==> config.mk <==
export PLATFORM = sky130hd
export DESIGN_NAME = ram4k_arbiter
export DESIGN_NICKNAME = d
export VERILOG_FILES = /design/src/rtl/ram4k_arbiter_pkg.sv /design/src/rtl/ram4k_arbiter_rr_arb2.sv /design/src/rtl/ram4k_arbiter.sv
export SDC_FILE = /design/constraint.sdc
export NUM_CORES = 1
export LEC_CHECK = 0
export CAP_MARGIN = 20
export CORE_UTILIZATION = 41
export CTS_CLUSTER_SIZE = 10
export DETAILED_ROUTE_END_ITERATION = 16
export GPL_ROUTABILITY_DRIVEN = 0
export MAX_ROUTING_LAYER = met4
export PLACE_DENSITY = 0.79
export RECOVER_POWER = 100
export SYNTH_ARGS = -nofsm -noshare
export SYNTH_HDL_FRONTEND = slang
export SYNTH_SLANG_ARGS = --single-unit
==> constraint.sdc <==
create_clock -name clk -period 2.9 [get_ports clk]
set_clock_uncertainty 0.05 [all_clocks]
set_input_delay 0.58 -clock clk [delete_from_list [all_inputs] [get_ports clk]]
set_output_delay 0.58 -clock clk [all_outputs]
set_load 0.05 [all_outputs]
==> src/rtl/ram4k_arbiter_pkg.sv <==
// ============================================================================
// Module : ram4k_arbiter_pkg
// Brief  : Shared defaults, FSM encoding and requester ids for ram4k_arbiter.
// Rev    : 1.0 - initial release
// ============================================================================
`default_nettype none

package ram4k_arbiter_pkg;

    localparam int c_ADDR_W = 12;
    localparam int c_DATA_W = 16;

    localparam logic REQ_A = 1'b0;
    localparam logic REQ_B = 1'b1;

    typedef enum logic [1:0] {
        S_CLEAR  = 2'd0,
        S_IDLE   = 2'd1,
        S_ACCESS = 2'd2
    } state_t;

endpackage

`default_nettype wire

==> src/rtl/ram4k_arbiter_rr_arb2.sv <==
// ============================================================================
// Module : rr_arb2
// Brief  : Two-way round-robin selector; grant is one-hot (bit index = id).
// Rev    : 1.0 - initial release
// ============================================================================
`default_nettype none

module rr_arb2
    import ram4k_arbiter_pkg::*;
(
    input  logic [1:0] req,
    input  logic       last,
    output logic [1:0] grant
);

    always_comb begin
        grant = req;
        // Under contention the requester that was not served last wins.
        if (req == 2'b11) begin
            grant = (last == REQ_B) ? 2'b01 : 2'b10;
        end
    end

endmodule

`default_nettype wire

==> src/rtl/ram4k_arbiter.sv <==
// ============================================================================
// Module : ram4k_arbiter
// Brief  : Two-requester round-robin front end for a single-port RAM4K.
//          Optional RAM4K_ARB_CLEAR_EN zero-fills the RAM after reset.
// Rev    : 1.0 - initial release
// ============================================================================
`default_nettype none

module ram4k_arbiter
    import ram4k_arbiter_pkg::*;
#(
    parameter int ADDR_W = c_ADDR_W,
    parameter int DATA_W = c_DATA_W
) (
    input  logic              clk,
    input  logic              reset,
    input  logic              req_a,
    input  logic              req_b,
    input  logic              we_a,
    input  logic              we_b,
    input  logic [ADDR_W-1:0] addr_a,
    input  logic [ADDR_W-1:0] addr_b,
    input  logic [DATA_W-1:0] wdata_a,
    input  logic [DATA_W-1:0] wdata_b,
    output logic              gnt_a,
    output logic              gnt_b,
    output logic              done_a,
    output logic              done_b,
    output logic [DATA_W-1:0] rdata_a,
    output logic [DATA_W-1:0] rdata_b,
    output logic              ram_load,
    output logic [ADDR_W-1:0] ram_address,
    output logic [DATA_W-1:0] ram_in,
    input  logic [DATA_W-1:0] ram_out,
    output logic              busy
);

`ifdef RAM4K_ARB_CLEAR_EN
    localparam state_t c_RESET_STATE = S_CLEAR;
`else
    localparam state_t c_RESET_STATE = S_IDLE;
`endif

    state_t              r_state;
    state_t              w_next;
    logic                r_win;
    logic                r_last;
    logic                r_we;
    logic [ADDR_W-1:0]   r_addr;
    logic [DATA_W-1:0]   r_wdata;
    logic                r_done_a;
    logic                r_done_b;
    logic [DATA_W-1:0]   r_rdata_a;
    logic [DATA_W-1:0]   r_rdata_b;
    logic [1:0]          w_req;
    logic [1:0]          w_grant;
    logic                w_pick;

`ifdef RAM4K_ARB_CLEAR_EN
    logic [ADDR_W-1:0]   r_clr_cnt;
`endif

    assign w_req  = {req_b, req_a};
    assign w_pick = w_grant[REQ_B] ? REQ_B : REQ_A;

    rr_arb2 u_rr_arb2 (
        .req   (w_req),
        .last  (r_last),
        .grant (w_grant)
    );

    always_ff @(posedge clk or posedge reset) begin
        if (reset) begin
            r_state <= c_RESET_STATE;
        end else begin
            r_state <= w_next;
        end
    end

    always_comb begin
        w_next = r_state;
        case (r_state)
            S_IDLE:   if (|w_req) w_next = S_ACCESS;
            S_ACCESS: w_next = S_IDLE;
`ifdef RAM4K_ARB_CLEAR_EN
            S_CLEAR:  if (r_clr_cnt == {ADDR_W{1'b1}}) w_next = S_IDLE;
`endif
            default:  w_next = S_IDLE;
        endcase
    end

    always_comb begin
        ram_load    = 1'b0;
        ram_address = '0;
        ram_in      = '0;
        case (r_state)
            S_ACCESS: begin
                ram_load    = r_we;
                ram_address = r_addr;
                ram_in      = r_wdata;
            end
`ifdef RAM4K_ARB_CLEAR_EN
            // Gated by reset so nothing is written while reset is held.
            S_CLEAR: begin
                ram_load    = ~reset;
                ram_address = r_clr_cnt;
            end
`endif
            default: ;
        endcase
    end

    assign gnt_a   = (r_state == S_ACCESS) && (r_win == REQ_A);
    assign gnt_b   = (r_state == S_ACCESS) && (r_win == REQ_B);
    assign busy    = (r_state != S_IDLE);
    assign done_a  = r_done_a;
    assign done_b  = r_done_b;
    assign rdata_a = r_rdata_a;
    assign rdata_b = r_rdata_b;

    always_ff @(posedge clk or posedge reset) begin
        if (reset) begin
            r_win     <= REQ_A;
            r_last    <= REQ_B;
            r_we      <= 1'b0;
            r_addr    <= '0;
            r_wdata   <= '0;
            r_done_a  <= 1'b0;
            r_done_b  <= 1'b0;
            r_rdata_a <= '0;
            r_rdata_b <= '0;
        end else begin
            r_done_a <= (r_state == S_ACCESS) && (r_win == REQ_A);
            r_done_b <= (r_state == S_ACCESS) && (r_win == REQ_B);
            if ((r_state == S_IDLE) && (|w_req)) begin
                r_win   <= w_pick;
                r_last  <= w_pick;
                r_we    <= (w_pick == REQ_B) ? we_b    : we_a;
                r_addr  <= (w_pick == REQ_B) ? addr_b  : addr_a;
                r_wdata <= (w_pick == REQ_B) ? wdata_b : wdata_a;
            end
            if (r_state == S_ACCESS) begin
                if (r_win == REQ_A) begin
                    r_rdata_a <= ram_out;
                end else begin
                    r_rdata_b <= ram_out;
                end
            end
        end
    end

`ifdef RAM4K_ARB_CLEAR_EN
    always_ff @(posedge clk or posedge reset) begin
        if (reset) begin
            r_clr_cnt <= '0;
        end else if (r_state == S_CLEAR) begin
            r_clr_cnt <= r_clr_cnt + 1'b1;
        end
    end
`endif

endmodule

`default_nettype wire

==> impl_metrics.py <==
metrics = {
    "global_routing": {
        "grt_pass1_vias": 2035,
        "overflow": 0,
        "grt_pass1_wl_um": 10180,
        "grt_antenna_before_repair": 0,
        "globalRouteTotalUtil_pct": 18.08,
        "grt_max_degree": 32,
    },
    "synthesis": {
        "ys_warn_count": 0,
        "syn_avg_cell_area_um2": 14.51,
        "ys_ff_latch": 67,
        "synth_fp_nets": 290,
        "synthCells": 212,
        "yosysTopAreaCell": "dfrtp_1",
        "yosysSeqAreaShare_pct": 54.58,
        "synth.distinct_cells": 20,
        "synth.top_cell.area_share_pct": 52.87,
        "synthTopCellsByArea": "dfrtp_1, mux2_2, and2_1",
        "syn-cell-area_um2": 3077,
    },
    "power": {
        "p_leak_nw": 1.978,
        "p_total_mw": 4.856,
        "irDropWorstVdd_v": 0.0005511,
        "powerDensity_nw_per_um2": 1060,
    },
    "hold_path": {
        "min_path_cells": 1,
        "min_path_type": "flip-flop to flip-flop",
    },
    "clock_network": {
        "cts_buffers": 9,
        "htreeDepth": 3,
        "cts_resized": 0,
        "cts_hold_buf": 0,
        "insertion_delay_ps": 340,
        "postCtsSetupBuffers": 0,
        "clk_pin_slew_worst_paths_ps": 70,
        "clock-root-buffer": "clkbuf_8",
        "clock_sinks": 67,
        "cts_max_path_buffers": 2,
        "cts_tree": "done",
    },
    "route": {
        "drt_iter0_drc": 82,
        "vias": 2135,
        "drc": 0,
        "ant_nets": 0,
        "wl_per_cell_um": 14.42,
        "viasPerCell": 4.591,
        "first_pass_iters": 4,
        "wl_um": 6703,
    },
    "setup_path": {
        "path_max_fanout": 11,
        "cp_num_buf_inv": 2,
        "arrival_ps": 1940,
        "end_kind": "output port",
        "cp_top_family": "buffers and inverters",
        "worstRegToRegCells": 3,
        "worstSetupPathType": "flip-flop to output port",
        "crit_slowest_cell": "dlymetal6s2s_1",
        "worstPathRequired_ps": 2270,
        "max_stage_delay_ps": 450,
        "cp.depth": 4,
        "startpoint_type": "flip-flop",
        "path_cells": "nor2b_2 -> nor2b_1 -> buf_4 -> dlymetal6s2s_1",
    },
    "timing": {
        "slew_headroom_pct": 22.67,
        "timing.final.ws_setup_ps": 329.6,
        "rsz0062_at_grt": "no",
        "fin_crit_ps": 2570,
        "setup_violations": 0,
        "worstMarginPinSlew_ps": 1160,
        "hold_viol": 0,
        "maxSlewViolCount": 0,
        "holdWs_ps": 433.3,
        "post-route-period-util_pct": 88.64,
        "finalSetupTns_ps": 0,
        "fmax_mhz": 389.0,
    },
    "placed_design": {
        "hpwl_um": 4921,
        "io_buffers": 143,
        "pre_cts_ws_ps": 519.7,
    },
    "finish": {
        "syn_to_final_growth_pct": 48.92,
        "nNetsFinal": 439,
        "antenna_cells": 0,
        "fillCellCount": 608,
        "layout-drive-gt1-share_pct": 34.70,
    },
    "die": {
        "dieArea_um2": 7854,
        "start_util_pct": 42.42,
        "placementRows": 31,
        "die_x_um": 88.63,
        "die_y_um": 88.63,
        "coreArea_um2": 7253,
        "io_pins": 144,
    },
    "run_status": {
        "status": "finished, final reports clean",
    },
    "job": {
        "drv_cap": 0,
    },
}
[placed cells by master, fill, tap and decap left out]
master           count
mux2_2              79
clkdlybuf4s50_1     76
dfrtp_1             65
dlygate4sd3_1       36
and2_1              29
clkbuf_2            23
clkbuf_1            11
mux2_1              10
clkbuf_8            10
inv_1                3
clkinvlp_4           3
buf_4                3
o21ai_0              2
o31ai_1              2
clkinv_2             2
dfstp_2              2
nor2b_2              1
nand2_2              1
nor2b_1              1
a21bo_1              1
nand2b_1             1
nor2_1               1
nor2_4               1
mux2_4               1
clkinv_4             1
dlymetal6s2s_1       1
[worst paths after layout]
check / start / end / slack [ps]
setup / recovery: r_state[0] / gnt_a / 330
hold / removal: rdata_a[3] / rdata_a[3] / 430
setup reg to reg: r_last / r_wdata[4] / 580
hold reg to reg: rdata_a[3] / rdata_a[3] / 430
max in group asynchronous: reset / r_wdata[13] / 640
min in group asynchronous: reset / r_addr[11] / 780
[cell type report]
type,count,area [um2],area share [%]
clock buffer,10,137.6,3.004
clock inverter,6,41.29,0.9011
inverter,3,11.26,0.2458
multi-input combinational,130,1276,27.85
sequential,67,1679,36.65
tap,99,123.9,2.703
timing repair buffer,150,1313,28.65
[logic make-up after synthesis]
family | after synthesis | synth area share [%]
flip-flops | 67 | 54.58
multiplexers | 90 | 33.92
AND/OR/NAND/NOR | 35 | 7.117
AO/OA/AOI/OAI | 5 | 1.342
buffers and inverters | 15 | 3.050
[synthesized netlist by cell type]
cell / number
nand2b_1: 1
mux2_4: 8
clkbuf_1: 3
o21ai_0: 2
o31ai_1: 2
inv_1: 3
and2_1: 29
buf_2: 3
nand2_2: 1
a21bo_4: 1
dfrtp_1: 65
nor2_1: 1
mux2_1: 2
nor2b_1: 1
nor2_2: 1
mux2_2: 80
buf_4: 3
nor2b_2: 1
buf_6: 3
dfstp_2: 2
[power by group]
group	internal, mW	total (mW)	switching (mW)	leakage [nW]
Sequential	1.42	1.61	0.197	0.786
Combinational	0.974	2.55	1.58	1.11
Clock	0.331	0.689	0.357	0.0843
Total	2.72	4.86	2.13	1.98
[registers in the layout, summed over array words and instances (netlist names)]
| register | cells |
|---|---|
| r_last | 1 |
| r_wdata | 16 |
| done_a | 1 |
| r_addr | 12 |
| rdata_a | 16 |
| done_b | 1 |
| r_state | 2 |
| r_we | 1 |
| rdata_b | 16 |
| r_win | 1 |
[worst register-to-register path, delay by kind of cell, from the launching register on]
kind | cells | cell delay, ps
multiplexers | 2 | 750
flip-flops | 1 | 530
AO/OA/AOI/OAI | 1 | 870
[layer usage]
layer / global-route usage, % / vias up / share of wire (%)
met1: 22.74 / 1016 / 44
met4: 3.959 / 0 / 0.97
met3: 5.317 / 6 / 4.9
met5: - / - / 0
li1: - / 1040 / -
met2: 28.95 / 73 / 50
[stage by stage]
step	area, um2	util [%]	std cells
floorplan	3077	-	212
global placement	4579	63.14	449
detailed placement	4579	63.14	449
CTS	4758	65.60	465
global route	4582	63.17	465
finish	4582	63.17	465
No activity file was read; power rests on OpenSTA's default activity.
